<file path="src/rtl/vme_irq_handler_if.sv">
// Signal bundle between the VME interrupt handler, the VME backplane and the
// CPU interrupt/acknowledge logic.
interface vme_irq_handler_if;
    logic [6:0] vme_irq;
    logic [6:0] irq_mask;
    logic [2:0] vme_ipl;
    logic       iack_req;
    logic [2:0] iack_level;
    logic       vme_iack;
    logic [2:0] vme_iack_addr;
    logic       vme_ds;
    logic       vme_dtack;
    logic       vme_berr;
    logic [7:0] vme_vector;
    logic [7:0] iack_vector;
    logic       iack_done;
    logic       iack_error;

    modport master (
        input  vme_irq, irq_mask, iack_req, iack_level, vme_dtack, vme_berr, vme_vector,
        output vme_ipl, vme_iack, vme_iack_addr, vme_ds, iack_vector, iack_done, iack_error
    );

    modport slave (
        output vme_irq, irq_mask, iack_req, iack_level, vme_dtack, vme_berr, vme_vector,
        input  vme_ipl, vme_iack, vme_iack_addr, vme_ds, iack_vector, iack_done, iack_error
    );
endinterface

</file>
<file path="src/rtl/vme_irq_handler.sv">
// VME interrupt handler: synchronizes/masks IRQ1*..IRQ7*, presents the encoded
// level to the CPU and runs the VME interrupt-acknowledge cycle.
module vme_irq_handler #(
    parameter logic [7:0] TIMEOUT_CYCLES  = 8'd255,
    parameter logic [7:0] SPURIOUS_VECTOR = 8'h18
) (
    input  logic               clock,
    input  logic               reset,
    vme_irq_handler_if.master  bus
);

    typedef enum logic [2:0] {
        IDLE    = 3'd0,
        START   = 3'd1,
        STROBE  = 3'd2,
        WAIT    = 3'd3,
        DONE    = 3'd4,
        RELEASE = 3'd5
    } state_t;

    state_t     state_q, state_d;
    logic [6:0] irq_meta_q, irq_sync_q;
    logic       req_meta_q, req_sync_q;
    logic       dtack_meta_q, dtack_sync_q;
    logic       berr_meta_q, berr_sync_q;
    logic [7:0] cnt_q, cnt_d;
    logic [2:0] ipl_q;
    logic [2:0] addr_q, addr_d;
    logic       iack_q, iack_d;
    logic       ds_q, ds_d;
    logic [7:0] vec_q, vec_d;
    logic       done_q, done_d;
    logic       err_q, err_d;
    logic [6:0] pending_s;

    function automatic logic [2:0] encode_level(input logic [6:0] p);
        logic [2:0] lvl;
        lvl = 3'd0;
        for (int i = 0; i < 7; i++) begin
            if (p[i]) begin
                lvl = 3'(i + 1);
            end else begin
                lvl = lvl;
            end
        end
        return lvl;
    endfunction

    assign pending_s = ~irq_sync_q & bus.irq_mask;

    // Two-flop synchronizers for every asynchronous VME/CPU input.
    always_ff @(posedge clock) begin
        if (!reset) begin
            irq_meta_q   <= 7'h7F;
            irq_sync_q   <= 7'h7F;
            req_meta_q   <= 1'b1;
            req_sync_q   <= 1'b1;
            dtack_meta_q <= 1'b1;
            dtack_sync_q <= 1'b1;
            berr_meta_q  <= 1'b1;
            berr_sync_q  <= 1'b1;
        end else begin
            irq_meta_q   <= bus.vme_irq;
            irq_sync_q   <= irq_meta_q;
            req_meta_q   <= bus.iack_req;
            req_sync_q   <= req_meta_q;
            dtack_meta_q <= bus.vme_dtack;
            dtack_sync_q <= dtack_meta_q;
            berr_meta_q  <= bus.vme_berr;
            berr_sync_q  <= berr_meta_q;
        end
    end

    // State and registered outputs; the IPL only follows the IRQs while idle.
    always_ff @(posedge clock) begin
        if (!reset) begin
            state_q <= IDLE;
            cnt_q   <= 8'd0;
            ipl_q   <= 3'b111;
            addr_q  <= 3'b000;
            iack_q  <= 1'b1;
            ds_q    <= 1'b1;
            vec_q   <= 8'h00;
            done_q  <= 1'b1;
            err_q   <= 1'b1;
        end else begin
            state_q <= state_d;
            cnt_q   <= cnt_d;
            ipl_q   <= (state_q == IDLE) ? ~encode_level(pending_s) : ipl_q;
            addr_q  <= addr_d;
            iack_q  <= iack_d;
            ds_q    <= ds_d;
            vec_q   <= vec_d;
            done_q  <= done_d;
            err_q   <= err_d;
        end
    end

    // Next state; outputs are computed for the state being entered so they
    // change on the same edge as the state register.
    always_comb begin
        state_d = state_q;
        cnt_d   = cnt_q;
        addr_d  = addr_q;
        iack_d  = iack_q;
        ds_d    = ds_q;
        vec_d   = vec_q;
        done_d  = done_q;
        err_d   = err_q;
        case (state_q)
            IDLE: begin
                if (!req_sync_q) begin
                    state_d = START;
                    addr_d  = bus.iack_level;
                    cnt_d   = 8'd0;
                    iack_d  = 1'b0;
                    ds_d    = 1'b1;
                end else begin
                    state_d = IDLE;
                end
            end
            START: begin
                if (req_sync_q) begin
                    state_d = RELEASE;
                    iack_d  = 1'b1;
                    ds_d    = 1'b1;
                    done_d  = 1'b1;
                    err_d   = 1'b1;
                end else if (addr_q == 3'd0) begin
                    // Level 0 is not a valid IACK level: fail without strobing DS0*.
                    state_d = DONE;
                    vec_d   = SPURIOUS_VECTOR;
                    err_d   = 1'b0;
                end else begin
                    state_d = STROBE;
                    ds_d    = 1'b0;
                end
            end
            STROBE: begin
                if (req_sync_q) begin
                    state_d = RELEASE;
                    iack_d  = 1'b1;
                    ds_d    = 1'b1;
                    done_d  = 1'b1;
                    err_d   = 1'b1;
                end else begin
                    state_d = WAIT;
                end
            end
            WAIT: begin
                if (req_sync_q) begin
                    state_d = RELEASE;
                    iack_d  = 1'b1;
                    ds_d    = 1'b1;
                    done_d  = 1'b1;
                    err_d   = 1'b1;
                end else if (!berr_sync_q || (dtack_sync_q && (cnt_q == TIMEOUT_CYCLES))) begin
                    state_d = DONE;
                    vec_d   = SPURIOUS_VECTOR;
                    err_d   = 1'b0;
                end else if (!dtack_sync_q) begin
                    state_d = DONE;
                    vec_d   = bus.vme_vector;
                    done_d  = 1'b0;
                end else begin
                    cnt_d   = cnt_q + 8'd1;
                end
            end
            DONE: begin
                if (req_sync_q) begin
                    state_d = RELEASE;
                    iack_d  = 1'b1;
                    ds_d    = 1'b1;
                    done_d  = 1'b1;
                    err_d   = 1'b1;
                end else begin
                    state_d = DONE;
                end
            end
            RELEASE: begin
                if (dtack_sync_q && berr_sync_q) begin
                    state_d = IDLE;
                end else begin
                    state_d = RELEASE;
                end
            end
            default: begin
                state_d = IDLE;
                iack_d  = 1'b1;
                ds_d    = 1'b1;
                done_d  = 1'b1;
                err_d   = 1'b1;
            end
        endcase
    end

    assign bus.vme_ipl       = ipl_q;
    assign bus.vme_iack      = iack_q;
    assign bus.vme_iack_addr = addr_q;
    assign bus.vme_ds        = ds_q;
    assign bus.iack_vector   = vec_q;
    assign bus.iack_done     = done_q;
    assign bus.iack_error    = err_q;

endmodule
</file>
<file path="src/flat_wrapper.sv">
// flat-port wrapper written by rule: the top's interface ports become plain ports
module vme_irq_handler_flat 
#(
    parameter logic [7:0] TIMEOUT_CYCLES  = 8'd255,
    parameter logic [7:0] SPURIOUS_VECTOR = 8'h18
)
  (clock, reset, bus_vme_irq, bus_irq_mask, bus_iack_req, bus_iack_level, bus_vme_dtack, bus_vme_berr, bus_vme_vector, bus_vme_ipl, bus_vme_iack, bus_vme_iack_addr, bus_vme_ds, bus_iack_vector, bus_iack_done, bus_iack_error);
  vme_irq_handler_if bus_i ();
  input  logic clock;
  input  logic reset;
  input wire logic [$bits(bus_i.vme_irq)-1:0] bus_vme_irq;
  input wire logic [$bits(bus_i.irq_mask)-1:0] bus_irq_mask;
  input wire logic [$bits(bus_i.iack_req)-1:0] bus_iack_req;
  input wire logic [$bits(bus_i.iack_level)-1:0] bus_iack_level;
  input wire logic [$bits(bus_i.vme_dtack)-1:0] bus_vme_dtack;
  input wire logic [$bits(bus_i.vme_berr)-1:0] bus_vme_berr;
  input wire logic [$bits(bus_i.vme_vector)-1:0] bus_vme_vector;
  output wire logic [$bits(bus_i.vme_ipl)-1:0] bus_vme_ipl;
  output wire logic [$bits(bus_i.vme_iack)-1:0] bus_vme_iack;
  output wire logic [$bits(bus_i.vme_iack_addr)-1:0] bus_vme_iack_addr;
  output wire logic [$bits(bus_i.vme_ds)-1:0] bus_vme_ds;
  output wire logic [$bits(bus_i.iack_vector)-1:0] bus_iack_vector;
  output wire logic [$bits(bus_i.iack_done)-1:0] bus_iack_done;
  output wire logic [$bits(bus_i.iack_error)-1:0] bus_iack_error;
  assign bus_i.vme_irq = bus_vme_irq;
  assign bus_i.irq_mask = bus_irq_mask;
  assign bus_i.iack_req = bus_iack_req;
  assign bus_i.iack_level = bus_iack_level;
  assign bus_i.vme_dtack = bus_vme_dtack;
  assign bus_i.vme_berr = bus_vme_berr;
  assign bus_i.vme_vector = bus_vme_vector;
  assign bus_vme_ipl = bus_i.vme_ipl;
  assign bus_vme_iack = bus_i.vme_iack;
  assign bus_vme_iack_addr = bus_i.vme_iack_addr;
  assign bus_vme_ds = bus_i.vme_ds;
  assign bus_iack_vector = bus_i.iack_vector;
  assign bus_iack_done = bus_i.iack_done;
  assign bus_iack_error = bus_i.iack_error;
  vme_irq_handler #(.TIMEOUT_CYCLES(TIMEOUT_CYCLES), .SPURIOUS_VECTOR(SPURIOUS_VECTOR)) u_core (.clock(clock), .reset(reset), .bus(bus_i));
endmodule
</file>
<file path="config.mk">
export PLATFORM = sky130hd
export DESIGN_NAME = vme_irq_handler_flat
export DESIGN_NICKNAME = d
export VERILOG_FILES = /design/src/rtl/vme_irq_handler_if.sv /design/src/rtl/vme_irq_handler.sv /design/src/flat_wrapper.sv
export SDC_FILE = /design/constraint.sdc
export NUM_CORES = 1
export LEC_CHECK = 0
export ABC_CLOCK_PERIOD_IN_PS = 4000
export CAP_MARGIN = 20
export CORE_ASPECT_RATIO = 1.4
export CORE_MARGIN = 2
export CORE_UTILIZATION = 40
export CTS_BUF_LIST = sky130_fd_sc_hd__clkbuf_8
export DETAILED_ROUTE_END_ITERATION = 6
export GPL_TIMING_DRIVEN = 1
export PLACE_DENSITY = 0.66
export SYNTH_ARGS = -nofsm -noshare
export SYNTH_HDL_FRONTEND = slang
export SYNTH_SLANG_ARGS = --single-unit
</file>
<file path="constraint.sdc">
create_clock -name clock -period 4 [get_ports clock]
set_clock_uncertainty 0.05 [all_clocks]
set_input_delay 0.6 -clock clock [delete_from_list [all_inputs] [get_ports clock]]
set_output_delay 0.6 -clock clock [all_outputs]
set_load 0.01 [all_outputs]
</file>
# ---- Word-level counts from Yosys, hierarchy flattened
# Index checks and enable logic that the tools add are counted.
# Widths: inputs -> output; s select.
dict set report word_totals {
  input_bits 30
  mem_bits_ro 0
  register_bits 49
  latchBits 0
  memories 0
  word_cells 112
  mem_bits_rw 0
  output_inout_bits 18
}
dict set report op_classes {
  n_mux 45
  div_mod_pow 0
  add_sub_neg 1
  reduce_logical 20
  eq_ne 23
  order_cmp 0
  n_mul 0
  shift 0
  n_bitwise 6
}
# operator n
set op_table {}
lappend op_table {{$mux 8} 9}
lappend op_table {{$mux 3} 12}
lappend op_table {{$pmux 8 s2} 2}
lappend op_table {{$pmux 3 s6} 1}
lappend op_table {{$mux 1} 15}
lappend op_table {{$ne 2x1->1 const B} 6}
lappend op_table {{$reduce_and 4->1} 3}
lappend op_table {{$reduce_and 5->1} 2}
lappend op_table {{$ne 3x2->1 const B} 3}
lappend op_table {{$add 8x1->8 const B} 1}
lappend op_table {{$eq 8x8->1 const B} 1}
lappend op_table {{$ne 2x2->1 const B} 4}
lappend op_table {{$pmux 1 s4} 2}
lappend op_table {{$and 7x7->7} 1}
lappend op_table {{$not 7->7} 1}
lappend op_table {{$eq 3x2->1 const B} 2}
lappend op_table {{$eq 3x3->1 const B} 2}
lappend op_table {{$logic_not 3->1} 2}
lappend op_table {{$ne 3x1->1 const B} 2}
lappend op_table {{$pmux 1 s3} 2}
lappend op_table {{$reduce_or 3->1} 2}
lappend op_table {{$mux 2} 2}
lappend op_table {{$ne 4x3->1 const B} 1}
lappend op_table {{$reduce_bool 2->1} 2}
lappend op_table {{other kinds (11)} 15}

# ---- Logic depth before layout (Yosys ltp)
# Gate-level depths: netlist (run 1).
dict set report logic_depth {
  word_depth 11
  depth_mapped 6
  depth_no_buf 5
}

# ---- Least setup slack after synthesis (run 1)
# Ideal clock, no wire load.
dict set report synth_path {
  path_type {register to register}
  startpoint {reg u_core.cnt_q[0]}
  endpoint {reg u_core.vec_q[0], in the netlist u_core.bus.iack_vector[0]}
  t_arrival_ps 1534
  path_stages_with_launch 6
  path_buffers 0
  slack_ps 2298
  period_less_slack_ps 1702
  setup_time_ps 117
  t_required_ps 3833
  path_cell_list {dfxtp_1 -> ha_1 -> nand4_1 -> or2_0 -> a311o_1 -> a32o_1}
}
dict set report synth_between {
  elab_chain_cells 6
  word_cells_on_any_way 8
  cone_classes {eq/ne (2); mux (3); reduce/logical (3)}
}
# element line_no
set synth_lines {}
lappend synth_lines {{start, declared} vme_irq_handler.sv:26} ;# logic [7:0] cnt_q, cnt_d;
lappend synth_lines {{start signal, assigned} vme_irq_handler.sv:88} ;# cnt_q <= cnt_d;
lappend synth_lines {{$eq 8x8->1 (*)} vme_irq_handler.sv:157} ;# end else if (!berr_sync_q || (dtack_sync_q && (cnt_q == TIMEOUT_CYCLES))) begin
lappend synth_lines {{$logic_and 1x1->1 (*)} vme_irq_handler.sv:157}
lappend synth_lines {{$logic_or 1x1->1 (*)} vme_irq_handler.sv:157}
lappend synth_lines {{$mux 8} vme_irq_handler.sv:157}
lappend synth_lines {{$mux 8} vme_irq_handler.sv:151} ;# if (req_sync_q) begin
lappend synth_lines {{$pmux 8 s2} vme_irq_handler.sv:110} ;# case (state_q)
lappend synth_lines {{end signal, assigned} vme_irq_handler.sv:93} ;# vec_q <= vec_d;
lappend synth_lines {{end, declared} vme_irq_handler.sv:31} ;# logic [7:0] vec_q, vec_d;
# Mark *: on every way between the ends. The rest lies on a longest branch, timed or not. The select of a mux whose other input is x is not followed.
# A chain may end at the register's enable or synchronous reset.

==> summary.txt, run 1 <==
RR Endpoint = u_core.cnt_q[5]
post-route ant nets = 0
global-route wire length before repair = 7265 um
CTS Buf Count = 5
Initial Util = 41.49%
Slew Limit Fails = 0
clock transition at the registers of the reported paths = 0.09 ns
Clock Sinks = 49
most frequent cells in the layout = dfxtp_1, clkdlybuf4s50_1, nand2_1, nand2b_1, a21oi_1
Worst EP arrival = 2.38 ns
Synth Instances = 224
clock period minus worst slack = 2.179 ns
die area = 5654 um2
Synthesis Warnings = 0
GRT Overall Usage = 16.13%
Synth cell types = 47
Async SR Flop Fraction = 0%
CTS tree = built
outcome = completed
CP startpoint kind = primary input
via total after detailed routing = 1724
dpl hpwl = 3106 um
Synth Net Count = 255
Final Hold Fails = 0
post-synthesis sequential area ratio = 48.45%
register area = 980.9 um2
placer congestion estimate = 0.7550
initial drt markers = 66
vias in the first global route = 1671
VDD IR max = 0.0002450 V
Max clock buf depth = 2
multi-input logic area = 957.2 um2
synthesized cell area = 2024 um2
Final Setup Violations = 0
Vias per Instance = 5.193
die span in y = 88.18 um
PD cells = 360.0 nW/um2
Slew HR = 52.58%
DR DRC count = 0
grt total ovfl = 0
worst reg2reg path startpoint = u_core.state_q[1]
hold path depth = 1
Tightest Hold Check Type = register to register
largest net degree at the start of global routing = 31
nets@finish = 299
fin crit share = 54.48%
maxcap violations = 0
n_diodes = 0
Seq cells post-synth = 49
Post-CTS Setup Bufs = 0
die width = 64.13 um
cell row count = 30
Slew @ Worst Pin = 0.7058 ns
Syn Area/Cell = 9.038 um2
RSZ-0062 raised after global routing = false
hold_buf cts = 0
# IOs = 48
Final Util = 53.44%
initial antenna violation count = 0
routed len/inst = 12.81 um
final WL = 4252 um
Syn-to-layout area delta = 28.80%
share of cells above drive strength 1 = 4.851%
worst-path fanout max = 30
EDFF count, synth = 0
Total Neg Setup Slack = 0 ns
Power Total = 938.7 uW
clock root cell = clkbuf_8
1st-pass router iterations = 4
FF-to-FF setup slack = 1.87 ns
crit end category = register
post-CTS resize count = 0
worst skew pair latency = 0.30 ns
Crit Path Class = primary input to register
R2R depth = 4
I/O Buffers = 47
Hold Path Origin = u_core.irq_meta_q[6]
Min-Delay Endpoint = u_core.irq_sync_q[6]
Layout fillers = 475
dominant synthesized flop cell = dfxtp_1
H-tree depth = 2
Max Freq = 458.9 MHz
commonest non-fill, non-tap cell in the layout = dfxtp_1
Placeable Area = 4880 um2
leak pwr = 0.0009694 uW
Req. time, crit path = 4.20 ns
[metrics by stage]
step	area, um2	hold slack [ns]	cells	setup WS (ns)
2_1_floorplan	2024	0.3363	224	2.298
3_3_place_gp	2526	0.3379	325	1.527
3_5_place_dp	2526	0.3421	325	1.507
4_1_cts	2608	0.3578	332	1.816
5_1_grt	2608	0.3788	332	1.698
6_report	2608	0.3551	332	1.821
[state kept, by name, summed over array words and instances, names as in the netlist, 3 cells and up]
| register | count |
|---|---|
| u_core.bus.vme_iack_addr | 3 |
| u_core.cnt_q | 8 |
| u_core.bus.vme_ipl | 3 |
| u_core.irq_meta_q | 7 |
| u_core.bus.iack_vector | 8 |
| u_core.irq_sync_q | 7 |
| u_core.state_q | 3 |
[routing by layer]
layer,GRT usage (%),vias to the layer above,routed length (um)
met3,3.985,9,137
met2,28.13,34,2208
met5,0,-,0
met4,7.544,0,103
met1,18.54,799,1803
li1,-,882,-
[area by class of cell]
cell class                 count  area share, %
clock buffer                   5          2.639
sequential                    49          37.62
tap                           64          3.071
timing repair buffer          48          18.33
clock inverter                 2         0.4798
multi-input combinational    156          36.71
inverter                       8          1.152
[cell usage after synthesis, drive strengths merged (2+ instances only)]
library cell | instances | area (um2)
a211o | 3 | 26.28
a21o | 4 | 30.03
a21oi | 16 | 80.08
a311o | 2 | 20.02
a32o | 6 | 60.06
and3 | 3 | 23.77
buf | 2 | 22.52
clkbuf | 9 | 33.78
dfxtp | 49 | 980.9
inv | 7 | 26.28
nand2 | 26 | 97.59
nand2b | 25 | 156.4
nand3 | 3 | 15.01
nand3b | 2 | 15.01
nand4 | 3 | 18.77
nor2 | 11 | 41.29
nor2b | 2 | 12.51
nor3 | 5 | 25.02
o211ai | 2 | 15.01
o21a | 3 | 22.52
o21ai | 12 | 60.05
o22a | 3 | 26.28
o311ai | 2 | 17.52
o31ai | 2 | 15.01
or2 | 2 | 12.52
or3 | 2 | 12.51
or4 | 2 | 18.77
[how the worst max path moves through the flow]
stage	start	endpoint	slack, ns	cells after the start
floorplan	u_core.cnt_q[0]	u_core.bus.iack_vector[0]	2.30	5
global placement	reset	u_core.cnt_q[6]	1.53	6
detailed placement	reset	u_core.cnt_q[6]	1.51	6
CTS	reset	u_core.cnt_q[6]	1.82	6
global route	reset	u_core.cnt_q[6]	1.70	6
finish	reset	u_core.cnt_q[6]	1.82	6
[worst max-delay path, cell delays in order]
cell,delay [ns]
clkdlybuf4s50_1,0.72
buf_4,0.38
and4b_1,0.35
o211ai_1,0.12
o31ai_1,0.08
a21o_1,0.11
[power breakdown]
group	leakage, uW	switching, uW	internal (uW)
Combinational	0.000523	53.5	79.1
Sequential	0.000401	23.9	511
Clock	0.0000454	152	119
[logic make-up (layout without fill, tap and decap cells)]
group	after synthesis	count (layout)	synth area share, %
compound gates	60	60	20.52
xor+xnor	1	1	0.4327
fa+ha+maj	1	1	0.6179
buf+inv	19	63	4.264
flops	49	49	48.45
mux	1	1	0.5562
simple gates	93	93	25.15
Note: power is estimated with default switching activity, not from simulation.
==> run 2, diff against run 1 <==
--- a/config.mk
+++ b/config.mk
@@ -5,7 +5,7 @@
 export SDC_FILE = /design/constraint.sdc
 export NUM_CORES = 1
 export LEC_CHECK = 0
-export ABC_CLOCK_PERIOD_IN_PS = 4000
+export ABC_CLOCK_PERIOD_IN_PS = 2000
 export CAP_MARGIN = 20
 export CORE_ASPECT_RATIO = 1.4
 export CORE_MARGIN = 2
@@ -13,7 +13,7 @@
 export CTS_BUF_LIST = sky130_fd_sc_hd__clkbuf_8
 export DETAILED_ROUTE_END_ITERATION = 6
 export GPL_TIMING_DRIVEN = 1
-export PLACE_DENSITY = 0.66
+export PLACE_DENSITY = 0.69
 export SYNTH_ARGS = -nofsm -noshare
 export SYNTH_HDL_FRONTEND = slang
 export SYNTH_SLANG_ARGS = --single-unit
==> constraint.sdc (replaced) <==
create_clock -name clock -period 2 [get_ports clock]
set_clock_uncertainty 0.05 [all_clocks]
set_input_delay 0.3 -clock clock [delete_from_list [all_inputs] [get_ports clock]]
set_output_delay 0.3 -clock clock [all_outputs]
set_load 0.01 [all_outputs]
==> summary.txt, run 2 (synthesis results as in run 1) <==
Total Neg Setup Slack = 0 ns (unchanged)
vias in the first global route = 1557 (-6.8%)
CP top delay family = compound AO/OA/AOI/OAI gates
post-CTS resize count = 0 (unchanged)
initial drt markers = 49 (-26%)
FF-to-FF setup slack = 0.11 ns (-1.76 ns)
via total after detailed routing = 1747 (+1.3%)
# IOs = 48 (unchanged)
CTS Buf Count = 5 (unchanged)
Max stage delay on crit path = 0.44 ns (-0.28 ns)
die width = 64.13 um (unchanged)
worst skew pair latency = 0.31 ns (about the same)
placer congestion estimate = 0.8408 (+11%)
Initial Util = 41.49% (unchanged)
GRT Overall Usage = 15.25% (-0.88 points)
dpl hpwl = 3089 um (-0.54%)
initial antenna violation count = 0 (unchanged)
RR Endpoint = u_core.bus.iack_vector[2]
hold path depth = 1 (unchanged)
post-route ant nets = 0 (unchanged)
Max clock buf depth = 2 (unchanged)
cells along the critical path = ha_1 > nand4_1 > or2_0 > a311o_1 > a32o_1
clock transition at the registers of the reported paths = 0.10 ns (about the same)
maxcap violations = 0 (unchanged)
Max Freq = 527.7 MHz
cell row count = 30 (unchanged)
cell area after layout = 2684 um2 (+2.9%)
outcome = completed
crit end category = register
Final Setup Violations = 0 (unchanged)
CP startpoint kind = register
VDD IR max = 0.0004215 V (+72%)
die area = 5654 um2 (unchanged)
slowest CP cell = a311o_1
worst reg2reg path startpoint = u_core.cnt_q[0]
clock period minus worst slack = 1.895 ns
Slew HR = 62.36% (+9.8 points)
clock root cell = clkbuf_8
Tightest Hold Check Type = register to register
Req. time, crit path = 2.16 ns (-2.04 ns)
Worst EP arrival = 2.06 ns (-0.32 ns)
leak pwr = 0.001013 uW (+4.5%)
DR DRC count = 0 (unchanged)
commonest non-fill, non-tap cell in the layout = dfxtp_1
fin crit share = 94.75%
Clock Sinks = 49 (unchanged)
RSZ-0062 raised after global routing = false
nets@finish = 307 (+2.7%)
Final Hold Fails = 0 (unchanged)
global-route wire length before repair = 6706 um (-7.7%)
R2R depth = 5 (+1)
Vias per Instance = 5.123 (-1.3%)
worst setup path end = u_core.bus.iack_vector[2]
PD cells = 735.4 nW/um2 (+100%)
Slew @ Worst Pin = 0.5609 ns (-0.1450 ns)
Setup crit start = u_core.cnt_q[0]
largest net degree at the start of global routing = 27 (-13%)
routed len/inst = 12.34 um (-3.7%)
Syn-to-layout area delta = 32.57%
Placeable Area = 4880 um2 (unchanged)
final WL = 4207 um (-1.1%)
grt total ovfl = 0 (unchanged)
die span in y = 88.18 um (unchanged)
Layout fillers = 467 (-1.7%)
share of cells above drive strength 1 = 8.303% (+3.5 points)
hold_buf cts = 0 (unchanged)
1st-pass router iterations = 5 (+1)
CTS tree = built
Slew Limit Fails = 0 (unchanged)
I/O Buffers = 47 (unchanged)
worst-path fanout max = 8 (-73%)
Placement Cell Area = 2586 um2 (+2.4%)
Post-CTS Setup Bufs = 0 (unchanged)
n_diodes = 0 (unchanged)
buffers plus inverters on the worst setup path = 0 (-2)
most frequent cells in the layout = dfxtp_1, clkdlybuf4s50_1, nand2_1, nand2b_1, a21oi_1
H-tree depth = 2 (unchanged)
Crit Path Class = register to register
cell count along the critical path = 5 (-1)
run 2: worst register-to-register path: stages (launching register included):
cell     delay, ns
dfxtp_1       0.39
ha_1          0.23
nand4_1       0.15
or2_0         0.23
a311o_1       0.44
a32o_1        0.30
run 2: worst min-delay path by stage:
stage	start	endpoint	slack [ns]
floorplan	u_core.berr_meta_q	u_core.berr_sync_q	0.34
CTS	u_core.irq_meta_q[0]	u_core.irq_sync_q[0]	0.36
finish	u_core.irq_meta_q[0]	u_core.irq_sync_q[0]	0.36
global route	u_core.irq_meta_q[6]	u_core.irq_sync_q[6]	0.38
global placement	u_core.irq_meta_q[5]	u_core.irq_sync_q[5]	0.34
detailed placement	u_core.irq_meta_q[0]	u_core.irq_sync_q[0]	0.34
run 2: routing by layer:
layer | routed length, um | up-vias | global-route usage, % | share of wire (%)
met1 | 1825 | 787 | 17.61 | 43
met2 | 2094 | 52 | 26.23 | 50
met4 | 116 | 0 | 8.704 | 2.8
met3 | 170 | 10 | 3.085 | 4.0
li1 | - | 898 | - | -
met5 | 0 | - | 0 | 0
run 2: power breakdown:
part / internal (uW) / switching (uW)
Combinational: 171 / 124
Clock: 262 / 361
Sequential: 1020 / 32.7
run 2: cell type report:
type                            count  area (um2)  share of cell area, %
Clock buffer                        5       68.82                  2.564
Clock inverter                      3       28.78                  1.072
Inverter                            8       30.03                  1.119
Multi-Input combinational cell    156       957.2                  35.66
Sequential cell                    49       980.9                  36.55
Tap cell                           64       80.08                  2.984
Timing Repair Buffer               56       538.0                  20.05
run 2: metrics by stage:
| step | utilization (%) | power (uW) | hold WS, ns | instances | worst slack [ns] |
|---|---|---|---|---|---|
| final | 55.00 | 1974 | 0.3631 | 341 | 0.1051 |
| after CTS | 55.00 | 1992 | 0.3649 | 341 | 0.1122 |
| after global routing | 55.00 | 2063 | 0.3830 | 341 | 0.02017 |
| after floorplan | - | 1233 | 0.3363 | 224 | 0.2982 |
| after detailed placement | 53.00 | 1374 | 0.3409 | 333 | 0.1382 |
| after global placement | 53.00 | 1372 | 0.3381 | 333 | 0.1616 |
==> run 3, diff against run 2 <==
--- a/config.mk
+++ b/config.mk
@@ -9,11 +9,11 @@
 export CAP_MARGIN = 20
 export CORE_ASPECT_RATIO = 1.4
 export CORE_MARGIN = 2
-export CORE_UTILIZATION = 40
+export CORE_UTILIZATION = 46
 export CTS_BUF_LIST = sky130_fd_sc_hd__clkbuf_8
 export DETAILED_ROUTE_END_ITERATION = 6
 export GPL_TIMING_DRIVEN = 1
-export PLACE_DENSITY = 0.69
+export PLACE_DENSITY = 0.78
 export SYNTH_ARGS = -nofsm -noshare
 export SYNTH_HDL_FRONTEND = slang
 export SYNTH_SLANG_ARGS = --single-unit
==> summary.txt, run 3 (synthesis results as in run 1) <==
leak pwr = 0.001019 uW (+0.60%)
Tightest Hold Check Type = register to register
Final Setup Violations = 0 (unchanged)
worst-path fanout max = 8 (unchanged)
Power Total = 1979 uW (+0.24%)
CTS tree = built
clock root cell = clkbuf_8
Post-CTS Setup Bufs = 0 (unchanged)
fin crit share = 94.02% (-0.73 points)
clock transition at the registers of the reported paths = 0.09 ns (about the same)
nets@finish = 308 (+0.33%)
outcome = completed
VDD IR max = 0.0006952 V (+65%)
worst skew pair latency = 0.31 ns (about the same)
die width = 60.07 um (-6.3%)
Initial Util = 47.76% (+6.3 points)
I/O Buffers = 47 (unchanged)
Placeable Area = 4239 um2 (-13%)
commonest non-fill, non-tap cell in the layout = dfxtp_1
Slew HR = 65.79% (+3.4 points)
hold_buf cts = 0 (unchanged)
largest net degree at the start of global routing = 25 (-7.4%)
Vias per Instance = 5.228 (+2.0%)
die span in y = 82.50 um (-6.4%)
initial antenna violation count = 0 (unchanged)
GRT Overall Usage = 18.69% (+3.4 points)
sequential share of power = 53.2% (-0.3 points)
Placement Cell Area = 2589 um2 (about the same)
Clock Sinks = 49 (unchanged)
1st-pass router iterations = 4 (-1)
Max Freq = 531.8 MHz (+0.78%)
switching pwr = 517.3 uW (-0.22%)
Req. time, crit path = 2.15 ns (about the same)
dpl hpwl = 3234 um (+4.7%)
RSZ-0062 raised after global routing = false
cell row count = 28 (-6.7%)
vias in the first global route = 1652 (+6.1%)
Comb pwr share = 15.5% (+0.5 points)
Worst EP arrival = 2.03 ns (-0.03 ns)
grt total ovfl = 0 (unchanged)
CTS Buf Count = 5 (unchanged)
Syn-to-layout area delta = 32.76%
global-route wire length before repair = 6955 um (+3.7%)
initial drt markers = 76 (+55%)
placer congestion estimate = 0.8246 (-1.9%)
Total Neg Setup Slack = 0 ns (unchanged)
via total after detailed routing = 1767 (+1.1%)
PD cells = 736.2 nW/um2 (+0.10%)
Slew @ Worst Pin = 0.5068 ns (-0.05412 ns)
Slew Limit Fails = 0 (unchanged)
post-route ant nets = 0 (unchanged)
Crit Path Class = register to register
Max clock buf depth = 2 (unchanged)
crit end category = register
final WL = 4247 um (+0.95%)
die area = 4955 um2 (-12%)
internal power = 1461 uW (+0.41%)
sw frac = 26.15% (-0.12 points)
cell area after layout = 2688 um2 (+0.14%)
maxcap violations = 0 (unchanged)
H-tree depth = 2 (unchanged)
DR DRC count = 0 (unchanged)
Final Hold Fails = 0 (unchanged)
most frequent cells in the layout = dfxtp_1, clkdlybuf4s50_1, nand2_1, nand2b_1, a21oi_1
routed len/inst = 12.57 um (+1.8%)
n_diodes = 0 (unchanged)
share of cells above drive strength 1 = 8.993% (+0.69 points)
clock period minus worst slack = 1.880 ns (-0.01457 ns)
Clock Power Share = 31.3% (-0.3 points)
# IOs = 48 (unchanged)
CP startpoint kind = register
## run 3: cell types whose count changed in the layout (fill, tap and decap cells not counted), sizes merged
cell    previous run  this run
inv                9        10
buf                9        10
clkinv             2         1
## run 3: area by class of cell
type / instances / area, um2
clock buffers: 5 / 68.82
clock inverters: 3 / 28.78
fillers: 364 / 1551
inverters: 8 / 30.03
multi-input cells: 156 / 958.4
flip-flops and latches: 49 / 980.9
well taps: 60 / 75.07
repair buffers: 57 / 545.5
## run 3: final timing paths
path	startpoint	end	slack (ns)	depth (start not counted)
setup / recovery	u_core.cnt_q[0]	u_core.bus.iack_vector[2]	0.12	5
hold reg to reg	u_core.irq_meta_q[5]	u_core.irq_sync_q[5]	0.36	1
setup reg to reg	u_core.cnt_q[0]	u_core.bus.iack_vector[2]	0.12	5
hold / removal	u_core.irq_meta_q[5]	u_core.irq_sync_q[5]	0.36	1
## run 3: layer usage
layer / vias to the layer above / global-route usage [%] / routed length [um]
li1: 904 / - / -
met1: 819 / 19.94 / 1642
met2: 36 / 34.13 / 2354
met3: 8 / 4.673 / 158
met4: 0 / 7.778 / 92
met5: - / 0 / 0
## run 3: metrics by stage
stage / setup WS (ns) / hold WS [ns] / std cells / util [%]
finish: 0.1196 / 0.3631 / 338 / 63.40
global route: 0.001547 / 0.3734 / 338 / 63.40
global placement: 0.1752 / 0.3381 / 330 / 61.07
CTS: 0.1039 / 0.3655 / 338 / 63.37
floorplan: 0.2982 / 0.3363 / 224 / -
detailed placement: 0.1255 / 0.3417 / 330 / 61.07
## run 3: power groups by stage
stage,combinational (uW),clock (uW),sequential (uW)
5_1_grt,339,672,1060
6_report,307,619,1050
3_3_place_gp,302,0,1070
2_1_floorplan,157,0,1080
3_5_place_dp,307,0,1070
4_1_cts,309,640,1050
## run 3: what timing repair did
| item | 4_1_cts | 5_1_grt |
|---|---|---|
| hold endpoints to repair | 0 | 0 |
| setup endpoints to repair | 0 | 6 |
| gates resized for setup | 0 | 1 |
## run 3: critical path: stages, from the launching register on
cell     delay, ns
dfxtp_1       0.39
ha_1          0.23
nand4_1       0.15
or2_0         0.23
a311o_2       0.45
a32o_1        0.28
